==> config.mk <==
export PLATFORM = sky130hd
export DESIGN_NAME = clk_div_ctrl
export DESIGN_NICKNAME = d
export VERILOG_FILES = /design/src/rtl/clk_div_pkg.sv /design/src/rtl/clk_div_ctrl_frac_acc.sv /design/src/rtl/clk_div_ctrl.sv
export SDC_FILE = /design/constraint.sdc
export NUM_CORES = 1
export LEC_CHECK = 0
export ABC_AREA = 1
export CAP_MARGIN = 10
export CELL_PAD_IN_SITES_DETAIL_PLACEMENT = 1
export CELL_PAD_IN_SITES_GLOBAL_PLACEMENT = 1
export CORE_UTILIZATION = 30
export DETAILED_ROUTE_END_ITERATION = 7
export PLACE_DENSITY = 0.7
export SYNTH_ARGS = -nofsm -noshare
export SYNTH_HDL_FRONTEND = slang
export SYNTH_SLANG_ARGS = --single-unit
==> constraint.sdc <==
create_clock -name sys_clk -period 8.6 [get_ports sys_clk]
set_input_delay 1.29 -clock sys_clk [delete_from_list [all_inputs] [get_ports sys_clk]]
set_output_delay 1.29 -clock sys_clk [all_outputs]
set_load 0.005 [all_outputs]
==> src/rtl/clk_div_pkg.sv <==
// Shared state encoding, default ratio and configuration record for the
// fractional clock-enable scheduler.
package clk_div_pkg;

   localparam int CLK_DIV_CNT_WIDTH = 8;
   localparam int CLK_DIV_DEF_NUM   = 2;
   localparam int CLK_DIV_DEF_DEN   = 3;

   typedef enum logic [1:0] {
      IDLE = 2'd0,
      RUN  = 2'd1,
      STOP = 2'd2
   } state_e;

   // Ratio record at the default width, as seen by the clock-management registers.
   typedef struct packed {
      logic [CLK_DIV_CNT_WIDTH-1:0] num;
      logic [CLK_DIV_CNT_WIDTH-1:0] den;
   } cfg_t;

endpackage

==> src/rtl/clk_div_ctrl_frac_acc.sv <==
// Fractional accumulator plus period cycle counter; flags the pulse and
// boundary decisions for the current step.
module frac_acc
   import clk_div_pkg::*;
#(
   parameter int CNT_WIDTH = CLK_DIV_CNT_WIDTH
) (
   input  logic                 clk_i,
   input  logic                 rst_i,
   input  logic                 clear_i,
   input  logic                 step_i,
   input  logic [CNT_WIDTH-1:0] num_i,
   input  logic [CNT_WIDTH-1:0] den_i,
   output logic                 pulse_o,
   output logic                 boundary_o
);

   logic [CNT_WIDTH:0]   acc_q, acc_d, sum;
   logic [CNT_WIDTH-1:0] cyc_q, cyc_d;
   logic                 overflow, wrap;

   // acc stays below den, so acc+num fits in CNT_WIDTH+1 bits and returns to 0 on every wrap.
   always_comb begin
      sum        = acc_q + {1'b0, num_i};
      overflow   = (sum >= {1'b0, den_i});
      wrap       = (cyc_q == den_i - 1'b1);
      pulse_o    = step_i && overflow;
      boundary_o = step_i && wrap;
      acc_d      = acc_q;
      cyc_d      = cyc_q;
      if (clear_i) begin
         acc_d = '0;
         cyc_d = '0;
      end else if (step_i) begin
         acc_d = overflow ? (sum - {1'b0, den_i}) : sum;
         cyc_d = wrap ? '0 : (cyc_q + 1'b1);
      end
   end

   always_ff @(posedge clk_i) begin
      if (rst_i) begin
         acc_q <= '0;
         cyc_q <= '0;
      end else begin
         acc_q <= acc_d;
         cyc_q <= cyc_d;
      end
   end

endmodule

==> src/rtl/clk_div_ctrl.sv <==
// Programmable NUM/DEN clock-enable scheduler: run/stop sequencing and a
// valid/ready ratio port whose changes land only on period boundaries.
module clk_div_ctrl
   import clk_div_pkg::*;
#(
   parameter int CNT_WIDTH = CLK_DIV_CNT_WIDTH,
   parameter int DEF_NUM   = CLK_DIV_DEF_NUM,
   parameter int DEF_DEN   = CLK_DIV_DEF_DEN
) (
   input  logic                 sys_clk,
   input  logic                 sys_rst,
   input  logic                 run,
   input  logic                 cfg_valid,
   output logic                 cfg_ready,
   input  logic [CNT_WIDTH-1:0] cfg_num,
   input  logic [CNT_WIDTH-1:0] cfg_den,
   output logic                 cfg_err,
   output logic                 clk_en,
   output logic                 period_tick,
   output logic                 active
);

   state_e               state_q, state_d;
   logic [CNT_WIDTH-1:0] cur_num_q, cur_den_q, pend_num_q, pend_den_q;
   logic                 pend_valid_q, cfg_ready_q, cfg_err_q;
   logic                 clk_en_q, period_tick_q, active_q;
   logic                 running, cfg_fire, cfg_legal, acc_pulse, acc_boundary;

   assign running   = (state_q != IDLE);
   assign cfg_fire  = cfg_valid && cfg_ready_q;
   assign cfg_legal = (cfg_num != '0) && (cfg_num <= cfg_den);

   frac_acc #(
      .CNT_WIDTH (CNT_WIDTH)
   ) u_frac_acc (
      .clk_i      (sys_clk),
      .rst_i      (sys_rst),
      .clear_i    (!running),
      .step_i     (running),
      .num_i      (cur_num_q),
      .den_i      (cur_den_q),
      .pulse_o    (acc_pulse),
      .boundary_o (acc_boundary)
   );

   // STOP finishes the current period unless run comes back first.
   always_comb begin
      state_d = state_q;
      case (state_q)
         IDLE:    if (run) state_d = RUN;
         RUN:     if (!run) state_d = acc_boundary ? IDLE : STOP;
         STOP: begin
            if (run)               state_d = RUN;
            else if (acc_boundary) state_d = IDLE;
         end
         default: state_d = IDLE;
      endcase
   end

   always_ff @(posedge sys_clk) begin
      if (sys_rst) begin
         state_q       <= IDLE;
         clk_en_q      <= 1'b0;
         period_tick_q <= 1'b0;
         active_q      <= 1'b0;
      end else begin
         state_q       <= state_d;
         clk_en_q      <= acc_pulse;
         period_tick_q <= acc_boundary;
         active_q      <= running;
      end
   end

   // A held-off ratio is only accepted while nothing is pending, so a new
   // transfer and a pending swap can never coincide.
   always_ff @(posedge sys_clk) begin
      if (sys_rst) begin
         cur_num_q    <= CNT_WIDTH'(DEF_NUM);
         cur_den_q    <= CNT_WIDTH'(DEF_DEN);
         pend_num_q   <= '0;
         pend_den_q   <= '0;
         pend_valid_q <= 1'b0;
         cfg_ready_q  <= 1'b1;
         cfg_err_q    <= 1'b0;
      end else begin
         cfg_err_q <= cfg_fire && !cfg_legal;
         if (cfg_fire && cfg_legal && !running) begin
            cur_num_q <= cfg_num;
            cur_den_q <= cfg_den;
         end else if (cfg_fire && cfg_legal) begin
            pend_num_q   <= cfg_num;
            pend_den_q   <= cfg_den;
            pend_valid_q <= 1'b1;
            cfg_ready_q  <= 1'b0;
         end else if (pend_valid_q && (acc_boundary || !running)) begin
            cur_num_q    <= pend_num_q;
            cur_den_q    <= pend_den_q;
            pend_valid_q <= 1'b0;
            cfg_ready_q  <= 1'b1;
         end
      end
   end

   assign cfg_ready   = cfg_ready_q;
   assign cfg_err     = cfg_err_q;
   assign clk_en      = clk_en_q;
   assign period_tick = period_tick_q;
   assign active      = active_q;

endmodule

==> results of run 1 <==
-- logic make-up after synthesis --
logic type / after synthesis
xor+xnor: 17
simple gates: 279
buf+inv: 89
flops: 57
fa+ha+maj: 28
compound gates: 68
-- registers in the layout, indices dropped and copies added (netlist names) --
signal            cells
pend_num_q            8
pend_den_q            8
pend_valid_q          1
cur_den_q             8
period_tick           1
u_frac_acc.cyc_q      8
cur_num_q             8
cfg_ready             1
u_frac_acc.acc_q      9
cfg_err               1
clk_en                1
state_q               2
active                1
-- layer usage --
layer	up-vias	track usage, %	part of all wire [%]
met5	-	0	0
met4	0	5.05	1.3
met3	10	3.16	2.3
met2	39	29.6	49
met1	1620	20.3	47
li1	1770	-	-
-- per-stage QoR --
step                worst slack [ps]  cells
global route                    4310    703
finish                          4560    703
global placement                4350    687
detailed placement              4230    687
floorplan                       5770    538
CTS                             4580    703
-- layout make-up --
| type | count | area [um2] |
|---|---|---|
| fillers | 1444 | 7270 |
| flip-flops and latches | 57 | 1140 |
| clock buffers | 10 | 229 |
| inverters | 70 | 263 |
| clock inverters | 6 | 130 |
| multi-input cells | 392 | 2100 |
| well taps | 143 | 179 |
| repair buffers | 25 | 248 |
-- cells in the mapped netlist, types with 2 or more instances --
cell type    n
nand2_1    125
nor2_1      74
inv_1       67
dfxtp_1     57
a21oi_1     44
nand3_1     41
ha_1        26
nand4_1     22
o21ai_0     12
xor2_1      12
clkbuf_1     9
nor3_1       6
buf_2        5
nand3_2      4
xnor2_1      4
buf_6        3
a21oi_2      2
clkinv_1     2
fa_1         2
nand2_2      2
nor2_2       2
o21a_1       2
o21bai_1     2
-- worst register-to-register path, stage by stage (launching register included) --
cell and delay [ps]:
dfxtp_1 320, ha_1 230, fa_1 420, nand3_1 130, nand3_2 100, a21oi_2 190
xnor2_1 120, ha_1 360, inv_1 80, o311ai_0 550, nand2_1 250, nand3_2 310
nand2_1 100, nand2_1 80, nor2_1 60
-- worst paths after layout --
check	start	to	slack, ps	depth (start not counted)
max	cfg_den[7]	pend_num_q[6]$_SDFFE_PP0P_	4560	10
min	pend_num_q[3]$_SDFFE_PP0P_	pend_num_q[3]$_SDFFE_PP0P_	450	2
max reg2reg	cur_num_q[0]$_SDFFE_PP0P_	u_frac_acc.acc_q[6]$_SDFF_PP0_	5180	14
min reg2reg	pend_num_q[3]$_SDFFE_PP0P_	pend_num_q[3]$_SDFFE_PP0P_	450	2
-- power by group through the flow --
stage                     logic [mW]  registers [mW]  clock network [mW]
after floorplan                0.395           0.312                   0
after global placement         0.474           0.317                   0
after detailed placement       0.490           0.318                   0
after CTS                      0.502           0.313               0.450
after global routing           0.570           0.316               0.459
final                          0.497           0.313               0.437
==> results.json, run 1 <==
{
  "status": "finished, violations left",
  "violations": "DRC",
  "crit_buf_inv": 2,
  "final_common_cell": "nand2_1",
  "syn_nets": 586,
  "critPathMaxStageDelay_ps": 650,
  "muxShareOfSynthArea_pct": 0,
  "die_w_um": 112,
  "worstPathCellList": "clkdlybuf4s50_1 > inv_1 > ha_1 > nand2_1 > nor2_1 > nand4_1 > a21oi_2 > nand3_2 > o21ai_0 > a21oi_1",
  "synth_area_leaders": "dfxtp_1 32%, nand2_1 13%, ha_1 9.0%",
  "slew_viol_final": 0,
  "worst_pin_slew_ps": 1080,
  "grt_overflow": 0,
  "clock_skew_ps": 3.29,
  "synth_edf_count": 0,
  "route.detailed.drc": 1,
  "insertion_delay_ps": 330,
  "synth_simple_gate_area_share_pct": 33.5,
  "hold_viol": 0,
  "synth_cell_type_count": 36,
  "synth-adder-area-share_pct": 10.1,
  "rows": 39,
  "critPathArrivalTime_ps": 4230,
  "drtIter0Drc": 85,
  "antenna_left": 0,
  "p_sw_share_pct": 36.8,
  "vias": 3439,
  "antenna_found_initial": 0,
  "power_density_nw_per_um2": 290,
  "netlist.area_leader.share_pct": 31.6,
  "intPower_mw": 0.787,
  "die_h_um": 112,
  "synth_top_family_by_area": "simple AND/OR/NAND/NOR gates",
  "grt_pass1_vias": 3536,
  "placed_area_um2": 3940,
  "grtUsageTotal_pct": 16.7,
  "power_switching_mw": 0.459,
  "syn_avg_cell_area_um2": 6.71,
  "port_buffers": 24,
  "pwr-share-seq_pct": 25.1,
  "drtPass1Iterations": 6,
  "core_um2": 11600,
  "ys_ff_latch": 57,
  "worstSetupPathType": "in -> reg",
  "path_clk_slew_ps": 50,
  "pwr-share-comb_pct": 39.8,
  "hpwlAfterDp_um": 7450,
  "antenna_cells": 0,
  "mostFrequentLayoutCells": "125 x nand2_1, 74 x nor2_1, 67 x inv_1",
  "yosysWarningCount": 0,
  "die_area_um2": 12500,
  "hold_ws_ps": 450,
  "htreeDepth": 3,
  "vias_per_cell": 4.89,
  "min_path_type": "reg -> reg",
  "layout-drive-gt1-share_pct": 5.54,
  "finalPower_mw": 1.25,
  "cts_buffers": 9,
  "syn2layout_area_growth_pct": 18.9,
  "routedWlPerCell_um": 13.8,
  "rsz0062_at_grt": "no",
  "synth-xor-area-share_pct": 4.33,
  "fin_setup_tns_ps": 0,
  "timing.final.crit_share_pct": 47.0,
  "crit_required_ps": 8790,
  "grt_pass1_wl_um": 16800,
  "max_freq_mhz": 247,
  "ctsResizeCount": 0,
  "grt_max_degree": 50,
  "synthFlopType": "dfxtp_1",
  "layout_min_cycle_time_ps": 4040,
  "crit_fanout": 34,
  "ios": 25,
  "start_util_pct": 31.2,
  "gp_congestion": 0.828,
  "p_leak_nw": 2.09,
  "max-clock-path-buffers": 2,
  "slowest_stage": "nand3_2",
  "wl_um": 9700,
  "cp_top_family": "simple AND/OR/NAND/NOR gates",
  "clock_sinks": 57,
  "synthCells": 538,
  "syn_area_um2": 3610,
  "final_nets": 603,
  "critPathCaptureType": "register",
  "postSynth.asyncResetShare_pct": 0,
  "cts_tree": "built",
  "drv_cap": 0,
  "root_buffer": "clkbuf_16",
  "fin_util_pct": 37.1,
  "peakVddDrop_mv": 0.124,
  "postCtsHoldBufs": 0,
  "critPathLaunchType": "input port",
  "relSlewSlack_pct": 27.7,
  "finalSetupViolCount": 0,
  "synth_compound_area_share_pct": 10.3,
  "stdcell_area_um2": 4290,
  "synth_seq_area_share_pct": 31.6,
  "synth_top_area_cell": "dfxtp_1",
  "post_cts_buffers": 0,
  "clock_power_share_pct": 35.1
}
(Power assumes the default switching activity.)
==> run 2: changes to the inputs <==
--- a/config.mk
+++ b/config.mk
@@ -11,7 +11,7 @@
 export CELL_PAD_IN_SITES_GLOBAL_PLACEMENT = 1
 export CORE_UTILIZATION = 30
 export DETAILED_ROUTE_END_ITERATION = 7
-export PLACE_DENSITY = 0.7
+export PLACE_DENSITY = 0.72
 export SYNTH_ARGS = -nofsm -noshare
 export SYNTH_HDL_FRONTEND = slang
 export SYNTH_SLANG_ARGS = --single-unit
==> constraint.sdc (replaced) <==
create_clock -name sys_clk -period 3.5 [get_ports sys_clk]
set_input_delay 0.525 -clock sys_clk [delete_from_list [all_inputs] [get_ports sys_clk]]
set_output_delay 0.525 -clock sys_clk [all_outputs]
set_load 0.005 [all_outputs]
==> run 2 against run 1 <==
  * The run now ends clean
  * Worst hold slack lost 3.7 ps
  * Critical path type is now reg -> reg
  * Setup slack worse by 4300 ps
  * Cell area shrank 0.29%
  * Clock power is 97% higher
  * Largest cell class unchanged
  * Clock skew increased by 4.1 ps
==> results.json, run 2 (same netlist as run 1, synthesis figures left out) <==
{
  "p_leak_nw": 2.09,
  "rrSetupSlack_ps": 280,
  "rsz0062_at_grt": "no",
  "num-fill-cells": 1455,
  "final_cells": 709,
  "finalSetupViolCount": 0,
  "die_h_um": 112,
  "status": "finished, final reports clean",
  "antenna_cells": 0,
  "crit_fanout": 14,
  "antenna_left": 0,
  "wl_um": 9870,
  "routedWlPerCell_um": 13.9,
  "post_cts_buffers": 0,
  "die_w_um": 112,
  "max-clock-path-buffers": 2,
  "regMostFlops": "u_frac_acc.acc_q",
  "worstSetupPathType": "reg -> reg",
  "hold_viol": 0,
  "critPathArrivalTime_ps": 3430,
  "path_clk_slew_ps": 60,
  "critPathCaptureType": "register",
  "layout-drive-gt1-share_pct": 6.36,
  "ios": 25,
  "clock_sinks": 57,
  "antenna_found_initial": 0,
  "port_buffers": 24,
  "worst_pin_slew_ps": 766,
  "vias": 3476,
  "postCtsHoldBufs": 0,
  "worstPathCellList": "ha_1 > fa_1 > nand3_1 > nand3_2 > a21oi_2 > xnor2_1 > ha_1 > inv_1 > o311ai_1 > nand2_1 > nand3_2 > nand2_1 > nand2_1 > nor2_1",
  "max_freq_mhz": 311,
  "relSlewSlack_pct": 48.9,
  "layout_min_cycle_time_ps": 3220,
  "syn2layout_area_growth_pct": 18.5,
  "htreeDepth": 3,
  "core_um2": 11600,
  "slew_viol_final": 0,
  "peakVddDrop_mv": 0.213,
  "grtUsageTotal_pct": 16.8,
  "drv_cap": 0,
  "cpMostUsedCell": "nand2_1",
  "grt_max_degree": 43,
  "rows": 39,
  "fin_setup_tns_ps": 0,
  "critPathLaunchType": "register",
  "largest_reg_flops": 9,
  "start_util_pct": 31.2,
  "timing.final.crit_share_pct": 91.9,
  "grt_overflow": 0,
  "gp_congestion": 0.791,
  "post-place-cells": 693,
  "regArea_um2": 1140,
  "final_common_cell": "nand2_1",
  "cp_top_family": "adder cells",
  "critPathMaxStageDelay_ps": 460,
  "cts_tree": "built",
  "slowest_stage": "o311ai_1",
  "clock_skew_ps": 7.38,
  "multi_input_area_um2": 2100,
  "die_area_um2": 12500,
  "drtIter0Drc": 122,
  "min_path_type": "reg -> reg",
  "grt_pass1_wl_um": 16900,
  "crit_buf_inv": 1,
  "grt_pass1_vias": 3674,
  "cts_buffers": 9,
  "hpwlAfterDp_um": 7530,
  "drtPass1Iterations": 4,
  "mostFrequentLayoutCells": "125 x nand2_1, 74 x nor2_1, 67 x inv_1",
  "root_buffer": "clkbuf_16",
  "final_nets": 609,
  "route.detailed.drc": 0,
  "crit_required_ps": 3710,
  "vias_per_cell": 4.90,
  "ctsResizeCount": 0,
  "power_density_nw_per_um2": 669,
  "insertion_delay_ps": 330
}
-- run 2: layer usage --
| layer | part of all wire (%) | routed length [um] | track usage, % |
|---|---|---|---|
| met5 | 0 | 0 | 0 |
| met4 | 1.6 | 156 | 6.04 |
| met3 | 2.3 | 224 | 3.16 |
| met2 | 50 | 4920 | 30.2 |
| met1 | 46 | 4580 | 19.8 |
-- run 2: per-stage QoR --
stage	hold WS, ps	setup WS [ps]	area, um2	utilization, %	total power [mW]
after detailed placement	437	138	3990	34.5	2.02
after floorplan	423	692	3610	-	1.74
after global routing	464	41.5	4280	37.0	3.10
final	446	284	4280	37.0	2.87
after CTS	446	117	4280	37.0	2.89
after global placement	435	431	3990	34.5	1.96
-- run 2: final timing paths --
check                             startpoint                        endpoint  cells after the start
hold / removal    pend_num_q[2]$_SDFFE_PP0P_      pend_num_q[2]$_SDFFE_PP0P_                      2
setup / recovery   cur_num_q[0]$_SDFFE_PP0P_  u_frac_acc.acc_q[3]$_SDFF_PP0_                     14
setup reg to reg   cur_num_q[0]$_SDFFE_PP0P_  u_frac_acc.acc_q[3]$_SDFF_PP0_                     14
hold reg to reg   pend_num_q[2]$_SDFFE_PP0P_      pend_num_q[2]$_SDFFE_PP0P_                      2
-- run 2: report_power, final --
group	leakage [nW]	internal, mW	switching (mW)
Combinational	1.48	0.460	0.776
Sequential	0.465	0.722	0.0474
Clock	0.139	0.549	0.311
-- run 2: worst register-to-register path: stages (launching register included) --
cell	delay (ps)
dfxtp_1	310
ha_1	220
fa_1	400
nand3_1	120
nand3_2	90
a21oi_2	180
xnor2_1	110
ha_1	370
inv_1	90
o311ai_1	460
nand2_1	210
nand3_2	290
nand2_1	100
nand2_1	90
nor2_1	60
-- run 2: cell type report --
type	instances	area share (%)
Clock buffer	11	5.44
Clock inverter	5	1.32
Inverter	70	6.14
Multi-Input combinational cell	392	49.2
Sequential cell	57	26.7
Tap cell	143	4.18
Timing Repair Buffer	31	7.13
==> run 3: changes to the inputs <==
--- a/config.mk
+++ b/config.mk
@@ -11,6 +11,7 @@
 export CELL_PAD_IN_SITES_GLOBAL_PLACEMENT = 1
 export CORE_UTILIZATION = 30
 export DETAILED_ROUTE_END_ITERATION = 7
+export HOLD_SLACK_MARGIN = 0.02
 export PLACE_DENSITY = 0.72
 export SYNTH_ARGS = -nofsm -noshare
 export SYNTH_HDL_FRONTEND = slang
==> results of run 3 <==
Same layout as run 2: the final DEF is identical, and so are final timing and power.
